--- config.mk ---
export PLATFORM = sky130hd
export DESIGN_NAME = ov7670_frame_gen
export DESIGN_NICKNAME = d
export VERILOG_FILES = /design/src/rtl/ov7670_frame_gen.sv
export SDC_FILE = /design/constraint.sdc
export NUM_CORES = 1
export LEC_CHECK = 0
export BUFFER_PORTS_ARGS = -buffer_cell sky130_fd_sc_hd__buf_2
export CORE_ASPECT_RATIO = 1.25
export CORE_MARGIN = 2
export CORE_UTILIZATION = 35
export CTS_CLUSTER_DIAMETER = 40
export DETAILED_ROUTE_END_ITERATION = 7
export SYNTH_ARGS = -nofsm -noshare
export SYNTH_HDL_FRONTEND = slang
export SYNTH_SLANG_ARGS = --single-unit
--- constraint.sdc ---
create_clock -name clk -period 2.8 [get_ports clk]
set_clock_uncertainty 0.15 [all_clocks]
set_input_delay 0.42 -clock clk [delete_from_list [all_inputs] [get_ports clk]]
set_output_delay 0.42 -clock clk [all_outputs]
set_load 0.005 [all_outputs]
--- src/rtl/ov7670_frame_gen.sv ---
// OV7670 camera-side emulator: reads a frame buffer and drives pclk/vsync/href/data
// with QQVGA-style timing, two bytes per pixel (RGB444 or gray).
module ov7670_frame_gen #(
  parameter int c_img_cols      = 80,
  parameter int c_img_rows      = 60,
  parameter int c_nb_img_pxls   = 13,
  parameter int c_nb_buf        = 12,
  parameter int c_clks_per_pclk = 4,
  parameter int c_hblank_pclks  = 16,
  parameter int c_vsync_lines   = 3,
  parameter int c_vbp_lines     = 2,
  parameter int c_vfp_lines     = 2
) (
  input  logic                     clk,
  input  logic                     rst,
  input  logic                     enable,
  input  logic                     rgbmode,
  output logic [c_nb_img_pxls-1:0] rd_addr,
  input  logic [c_nb_buf-1:0]      rd_data,
  output logic                     pclk,
  output logic                     vsync,
  output logic                     href,
  output logic [7:0]               data,
  output logic                     frame_done
);

  localparam int L  = 2*c_img_cols + c_hblank_pclks;
  localparam int CW = 16;
  localparam int DW = $clog2(c_clks_per_pclk);
  localparam int XW = $clog2(c_img_cols + 1);
  localparam int YW = $clog2(c_img_rows + 1);

  localparam logic [CW-1:0] VS_LAST  = CW'(c_vsync_lines*L - 1);
  localparam logic [CW-1:0] VBP_LAST = CW'(c_vbp_lines*L - 1);
  localparam logic [CW-1:0] VFP_LAST = CW'(c_vfp_lines*L - 1);
  localparam logic [CW-1:0] HB_LAST  = CW'(c_hblank_pclks - 1);
  localparam logic [CW-1:0] HB_PRE   = CW'(c_hblank_pclks - 2);
  localparam logic [XW-1:0] COL_LAST = XW'(c_img_cols - 1);
  localparam logic [YW-1:0] ROW_LAST = YW'(c_img_rows - 1);
  localparam logic [DW-1:0] DIV_LAST = DW'(c_clks_per_pclk - 1);
  localparam logic [DW-1:0] DIV_HALF = DW'(c_clks_per_pclk / 2);

  typedef enum logic [2:0] {IDLE, VSYNC, VBP, ACTIVE, HBLANK, VFP} state_t;

  state_t            state;
  logic [DW-1:0]     div_cnt;
  logic              fall;
  logic [CW-1:0]     cnt;
  logic [XW-1:0]     col;
  logic [YW-1:0]     row;
  logic              phase;
  logic              mode;
  logic [7:0]        sec;
  logic [c_nb_buf-1:0] pix;

  function automatic logic [7:0] byte_first(input logic m, input logic [c_nb_buf-1:0] w);
    return m ? {4'b0000, w[11:8]} : w[7:0];
  endfunction

  function automatic logic [7:0] byte_second(input logic m, input logic [c_nb_buf-1:0] w);
    return m ? w[7:0] : 8'h80;
  endfunction

  assign fall = (div_cnt == DIV_LAST);

  // Free-running divider; pix continuously tracks the 1-clk-latency read port.
  always_ff @(posedge clk or posedge rst) begin
    if (rst) begin
      div_cnt <= '0;
      pclk    <= 1'b0;
      pix     <= '0;
    end else begin
      div_cnt <= fall ? '0 : div_cnt + 1'b1;
      pclk    <= fall ? 1'b0 : ((div_cnt + 1'b1) >= DIV_HALF);
      pix     <= rd_data;
    end
  end

  // Frame FSM; every output moves only on a pclk fall. Requires c_hblank_pclks >= 2
  // so the next row's first read lands in the last blanking period.
  always_ff @(posedge clk or posedge rst) begin
    if (rst) begin
      state      <= IDLE;
      vsync      <= 1'b0;
      href       <= 1'b0;
      data       <= 8'h00;
      rd_addr    <= '0;
      frame_done <= 1'b0;
      cnt        <= '0;
      col        <= '0;
      row        <= '0;
      phase      <= 1'b0;
      sec        <= 8'h00;
      mode       <= 1'b0;
    end else begin
      frame_done <= 1'b0;
      if (fall) begin
        case (state)
          IDLE: if (enable) begin
            state <= VSYNC; vsync <= 1'b1; rd_addr <= '0; mode <= rgbmode; cnt <= '0; row <= '0;
          end
          VSYNC: if (cnt == VS_LAST) begin
            state <= VBP; vsync <= 1'b0; cnt <= '0;
          end else cnt <= cnt + 1'b1;
          VBP: if (cnt == VBP_LAST) begin
            state <= ACTIVE; href <= 1'b1; col <= '0; phase <= 1'b1;
            data <= byte_first(mode, pix); sec <= byte_second(mode, pix);
          end else cnt <= cnt + 1'b1;
          ACTIVE: if (phase) begin
            data <= sec; phase <= 1'b0;
            if (col != COL_LAST) rd_addr <= rd_addr + 1'b1;
          end else if (col == COL_LAST) begin
            state <= HBLANK; href <= 1'b0; data <= 8'h00; cnt <= '0;
          end else begin
            col <= col + 1'b1; phase <= 1'b1;
            data <= byte_first(mode, pix); sec <= byte_second(mode, pix);
          end
          HBLANK: if (cnt == HB_LAST) begin
            if (row != ROW_LAST) begin
              state <= ACTIVE; href <= 1'b1; row <= row + 1'b1; col <= '0; phase <= 1'b1;
              data <= byte_first(mode, pix); sec <= byte_second(mode, pix);
            end else begin
              state <= VFP; cnt <= '0;
            end
          end else begin
            cnt <= cnt + 1'b1;
            if (cnt == HB_PRE && row != ROW_LAST) rd_addr <= rd_addr + 1'b1;
          end
          VFP: if (cnt == VFP_LAST) begin
            frame_done <= 1'b1;
            if (enable) begin
              state <= VSYNC; vsync <= 1'b1; rd_addr <= '0; mode <= rgbmode; cnt <= '0; row <= '0;
            end else state <= IDLE;
          end else cnt <= cnt + 1'b1;
          default: state <= IDLE;
        endcase
      end
    end
  end

endmodule

# Word level (Yosys, flattened, before mapping)
# Index checks and enable logic that the tools add are counted.
word_totals:
  regBits: 81
  inputBits: 16
op_classes:
  add_sub_neg: 5
  magnitude_cmp: 1
  eq_ne: 28
  muxes: 72
  reduce_logical: 17
ops:
  columns: ["operator", "count"]
  rows:
  - ["2-to-1 mux 16 bit", 8]
  - ["2-to-1 mux 8 bit", 12]
  - ["one-hot mux 16 bit (6 select lines)", 1]
  - ["2-to-1 mux 13 bit", 6]
  - ["one-hot mux 13 bit (4 select lines)", 1]
  - ["one-hot mux 8 bit (3 select lines)", 2]
  - ["2-to-1 mux 7 bit", 5]
  - ["== test 16 x 4 -> 1 bit, second input constant", 2]
  - ["!= test 2 bit, second input constant", 14]
  - ["2-to-1 mux 3 bit", 8]
  - ["2-to-1 mux 6 bit", 4]
  - ["one-hot mux 7 bit (3 select lines)", 1]
  - ["AND reduction 7 bit", 3]
  - ["one-hot mux 3 bit (6 select lines)", 1]
  - ["one-hot mux 6 bit (3 select lines)", 1]
  - ["2-to-1 mux 1 bit", 17]
  - ["adder 16 x 1 -> 16 bit, second input constant", 1]
  - ["== test 16 x 10 -> 1 bit, second input constant", 1]
  - ["== test 16 x 9 -> 1 bit, second input constant", 1]
  - ["adder 13 x 1 -> 13 bit, second input constant", 1]
  - ["AND reduction 5 bit", 2]
  - ["one-hot mux 1 bit (3 select lines)", 3]
  - ["nonzero test 3 bit", 3]
  - ["AND reduction 8 bit", 1]
  - ["22 further kinds", 24]

# Logic depth before layout (Yosys ltp)
logic_depth:
  ltp_word: 5
  mapped_depth: 10
  ltp_nobuf: 7

# Least setup slack after synthesis
# OpenSTA, ideal clock, no wires.
synth_path:
  path_type: "reg2reg"
  startpoint: "register cnt[0]"
  endpoint: "register cnt[12]"
  setup_ns: 0.079
  arrival_ns: 2.268
  required_ns: 2.571
  slack_ns: 0.303
  path_stages_with_launch: 11
  path_buffers: 3
  path_cell_list: "dfrtp_1 -> ha_1 -> and4_4 -> and4_1 -> buf_2 -> and3_1 -> buf_2 -> nor4b_4 -> buf_6 -> nand4_1 -> mux2i_1"
synth_between:
  elab_chain_len: 3
synth_rtl:
  columns: ["element", "line_no", "source"]
  rows:
  - ["start, declared", "48", "logic [CW-1:0] cnt;"]
  - ["start signal, assigned", "104", "end else cnt <= cnt + 1'b1;"]
  - ["start signal, assigned", "108", "end else cnt <= cnt + 1'b1;"]
  - ["start signal, assigned", "126", "cnt <= cnt + 1'b1;"]
  - ["adder 16 x 1 -> 16 bit (tied with other cells)", null, null]
  - ["2-to-1 mux 16 bit (tied with other cells)", "129", "VFP: if (cnt == VFP_LAST) begin"]
  - ["one-hot mux 16 bit (6 select lines) / AND reduction 6 bit (equally long branches)", null, null]
# Several ways; a longest one is shown, not always the timed one. The select of a mux whose other input is x is not followed.
# A chain may end at the register's enable or synchronous reset.

# Worst setup path in the final report
layout_path:
  startpoint: "register col[0]"
  endpoint: "register rd_addr[7]"
layout_between:
  elab_chain_len: 3
layout_rtl:
  columns: ["element", "line_no", "source"]
  rows:
  - ["start, declared", "49", "logic [XW-1:0] col;"]
  - ["start signal, assigned", "90", "col <= '0;"]
  - ["start signal, assigned", "106", "state <= ACTIVE; href <= 1'b1; col <= '0; phase <= 1'b1;"]
  - ["start signal, assigned", "115", "col <= col + 1'b1; phase <= 1'b1;"]
  - ["!= test 7 bit", "111", "if (col != COL_LAST) rd_addr <= rd_addr + 1'b1;"]
  - ["!= test 2 bit (no source line)", null, null]
  - ["AND reduction 7 bit (no source line)", null, null]
  - ["end signal, assigned", "111", null]
  - ["end signal, assigned", "127", "if (cnt == HB_PRE && row != ROW_LAST) rd_addr <= rd_addr + 1'b1;"]
  - ["end, declared", "18", "output logic [c_nb_img_pxls-1:0] rd_addr,"]
# Every way passes these cells.

==> results.cfg <==
[clocking]
cts_setup_buffers = 0
cts_tree = yes
clkTransAtPathRegs_ns = 0.06
cts_inserted_buffers = 9
clkLatencyLatePin_ns = 0.34
cts_root_buffer = clkbuf_16
cts.sinks = 80
h-tree-depth = 3
clk_path_buf_depth = 2

[floorplan]
initial_utilization_pct = 35.6
die_w_um = 101
die_h_um = 125
fp-row-count = 44
fp.coreArea_sq_mm = 0.0116
io_pins = 41
die-area_sq_mm = 0.0126

[critical_path]
crit_slowest_cell = or3_4
slowest_delay_ns = 0.47
critPathLaunchType = flip-flop
required_ns = 2.90
regToRegStartpoint = col[0]
crit_chain = ha_1, and3_1, and3_1, o22a_1, or3_4, or3_1, a21oi_1
cp.arrival_ns = 2.76
reg2reg_depth = 7
crit_path_end = rd_addr[7]
path_class = flip-flop to flip-flop
cpMostUsedCell = and3_1
r2r_end = rd_addr[7]
worst-path-max-fanout = 16
reg2reg_slack_ns = 0.14
startpoint = col[0]
cp-end-kind = flip-flop

[sta]
rsz0062_at_grt = no
maxSlewHeadroom_pct = 56.7
setup_slack_ns = 0.144
period_share_pct = 94.9
fmax_ghz = 0.376
hold_viol_final = 0
slew_viol_final = 0
setup_violations = 0
finalSetupTns_ns = 0
min_period_ns = 2.66
tightest_slew_ns = 0.648

[route]
first_pass_iters = 4
viasPerCell = 5.48
drtIter0Drc = 261
route.detailed.drc = 0
num_vias = 3416
wl_um = 9640
postRouteAntennaNets = 0
routedWlPerCell_um = 15.5

[synth]
yosys_warnings = 0
synth_area_leaders = dfrtp_1 (49%), o21ai_0 (5.5%), nand2_1 (4.9%)
synth_seq_area_share_pct = 48.7
avgSynthCellArea_sq_um = 9.45
synth_cell_types = 58
async_reset_ff_share_pct = 100
synth_area_sq_mm = 0.00411
ys_top_cells_by_count = dfrtp_1 (80), nand2_1 (54), o21ai_0 (45)
synth-edff-count = 0
ys.flop_type = dfrtp_1
syn_inst = 435
syn-num-nets = 457
synth_top_area_share_pct = 48.7
synth_most_common_cell = dfrtp_1
yosys.area.top_type = dfrtp_1
synth_seq_cells = 80

[run]
max_cap_viol_count = 0

[placement]
pre_cts_slack_ns = 0.160
io_buffers = 40
dpl-instance-area_sq_mm = 0.00451
gp_congestion = 0.863
dpl.hpwl_um = 6720

[run_status]
status = finished clean

[cells_and_area]
final_core_util_pct = 41.9
nets = 502
nFillCells = 1141
final_area_sq_mm = 0.00485
antenna_cells = 0
regArea_sq_mm = 0.00200
areaGrowthSynthToFinish_pct = 17.9
multiInputGateArea_sq_mm = 0.00198
drive_above_1_share_pct = 17.9

[pwr]
powerDensity_mw_per_mm2 = 805
ir_worst_vdd_uv = 305
leakage_nw = 2.13

[global_routing]
grt_max_degree = 48
grt_pass1_vias = 3393
grt_pass1_wl_um = 16300
grt_usage_pct = 15.8
antenna_found_initial = 0
overflow = 0

[worst_hold_path]
hp-class = primary input to flip-flop
[layer usage]
layer	track usage (%)	share of wire, %	vias up
li1	-	-	1678
met1	20.5	46	1666
met2	26.2	49	63
met3	3.30	3.1	9
met4	5.33	1.0	0
met5	0	0	-
[worst max-delay path, delay by kind of cell, from the launching register on]
family	cells	cell delay [ns]
fa+ha+maj	1	0.24
compound gates	2	0.45
simple gates	4	1.32
flops	1	0.41
[registers in the layout (all words and copies together), names as in the netlist]
signal,flops
phase,1
href,1
col,7
data,8
pix,12
sec,8
state,3
cnt,16
frame_done,1
div_cnt,2
row,6
mode,1
vsync,1
rd_addr,13
[power by group]
part	total (mW)	internal (mW)	switching [mW]
Combinational	1.03	0.443	0.583
Sequential	1.61	1.36	0.253
Clock	1.27	0.809	0.459
Total	3.90	2.61	1.29
[layout make-up]
cell class	instances	share of cell area, %
sequential	80	41.3
multi-input combinational	326	40.9
timing repair buffer	57	7.07
clock buffer	12	5.09
tap	138	3.56
clock inverter	4	1.60
inverter	6	0.490
[per-stage QoR]
step           instances  hold slack (ns)  power (mW)
2_1_floorplan        435            0.251        2.29
3_3_place_gp         606            0.264        2.63
3_5_place_dp         606            0.264        2.65
4_1_cts              623           0.0284        3.93
5_1_grt              623           0.0227        4.15
6_report             623           0.0373        3.90
[cells in the final DEF, fill, tap and decap left out, types with 2 or more instances in the layout]
cell and instances:
nand3b_1 3, or3_1 7, a21oi_1 19, xnor2_1 6, dfrtp_1 80, a31oi_1 5, and2_1 5, nand2b_1 6
clkbuf_16 9, a221oi_1 5, o211ai_1 6, o31a_1 2, buf_2 40, bufinv_16 2, nor4b_1 2, o22a_1 2
buf_4 15, o21ai_0 45, nand4_1 12, nand3_1 22, mux2i_1 12, nor4_1 5, and3_1 11, ha_1 6
clkinv_4 2, o21ai_1 5, a211oi_1 2, o31ai_1 4, and4_1 4, nor3_1 13, nor2b_1 2, clkbuf_1 2
and3b_1 2, mux2_2 2, nor2_1 33, nand2_1 54, inv_1 5
[repair_timing]
action,4_1_cts,5_1_grt
hold buffers,1,0
hold endpoints to repair,47,0
resized for setup,0,1
endpoints found under the setup margin,0,1
[logic make-up after synthesis]
family	share of synthesized area (%)
AO/OA/AOI/OAI	15.5
XOR/XNOR	1.28
adder cells (fa/ha/maj)	1.83
buffers and inverters	3.13
flip-flops	48.7
multiplexers	3.74
AND/OR/NAND/NOR	25.8
[worst min path at each step]
stage                    start    endpoint  slack (ns)  cells past startpoint
finish              rd_data[1]      pix[1]        0.04                      1
global route        rd_data[8]      pix[8]        0.02                      1
CTS                 rd_data[1]      pix[1]        0.03                      1
detailed placement  div_cnt[0]  div_cnt[0]        0.26                      1
global placement    div_cnt[0]  div_cnt[0]        0.26                      1
floorplan           div_cnt[0]  div_cnt[0]        0.25                      1
Note: power is estimated with default switching activity, not from simulation.
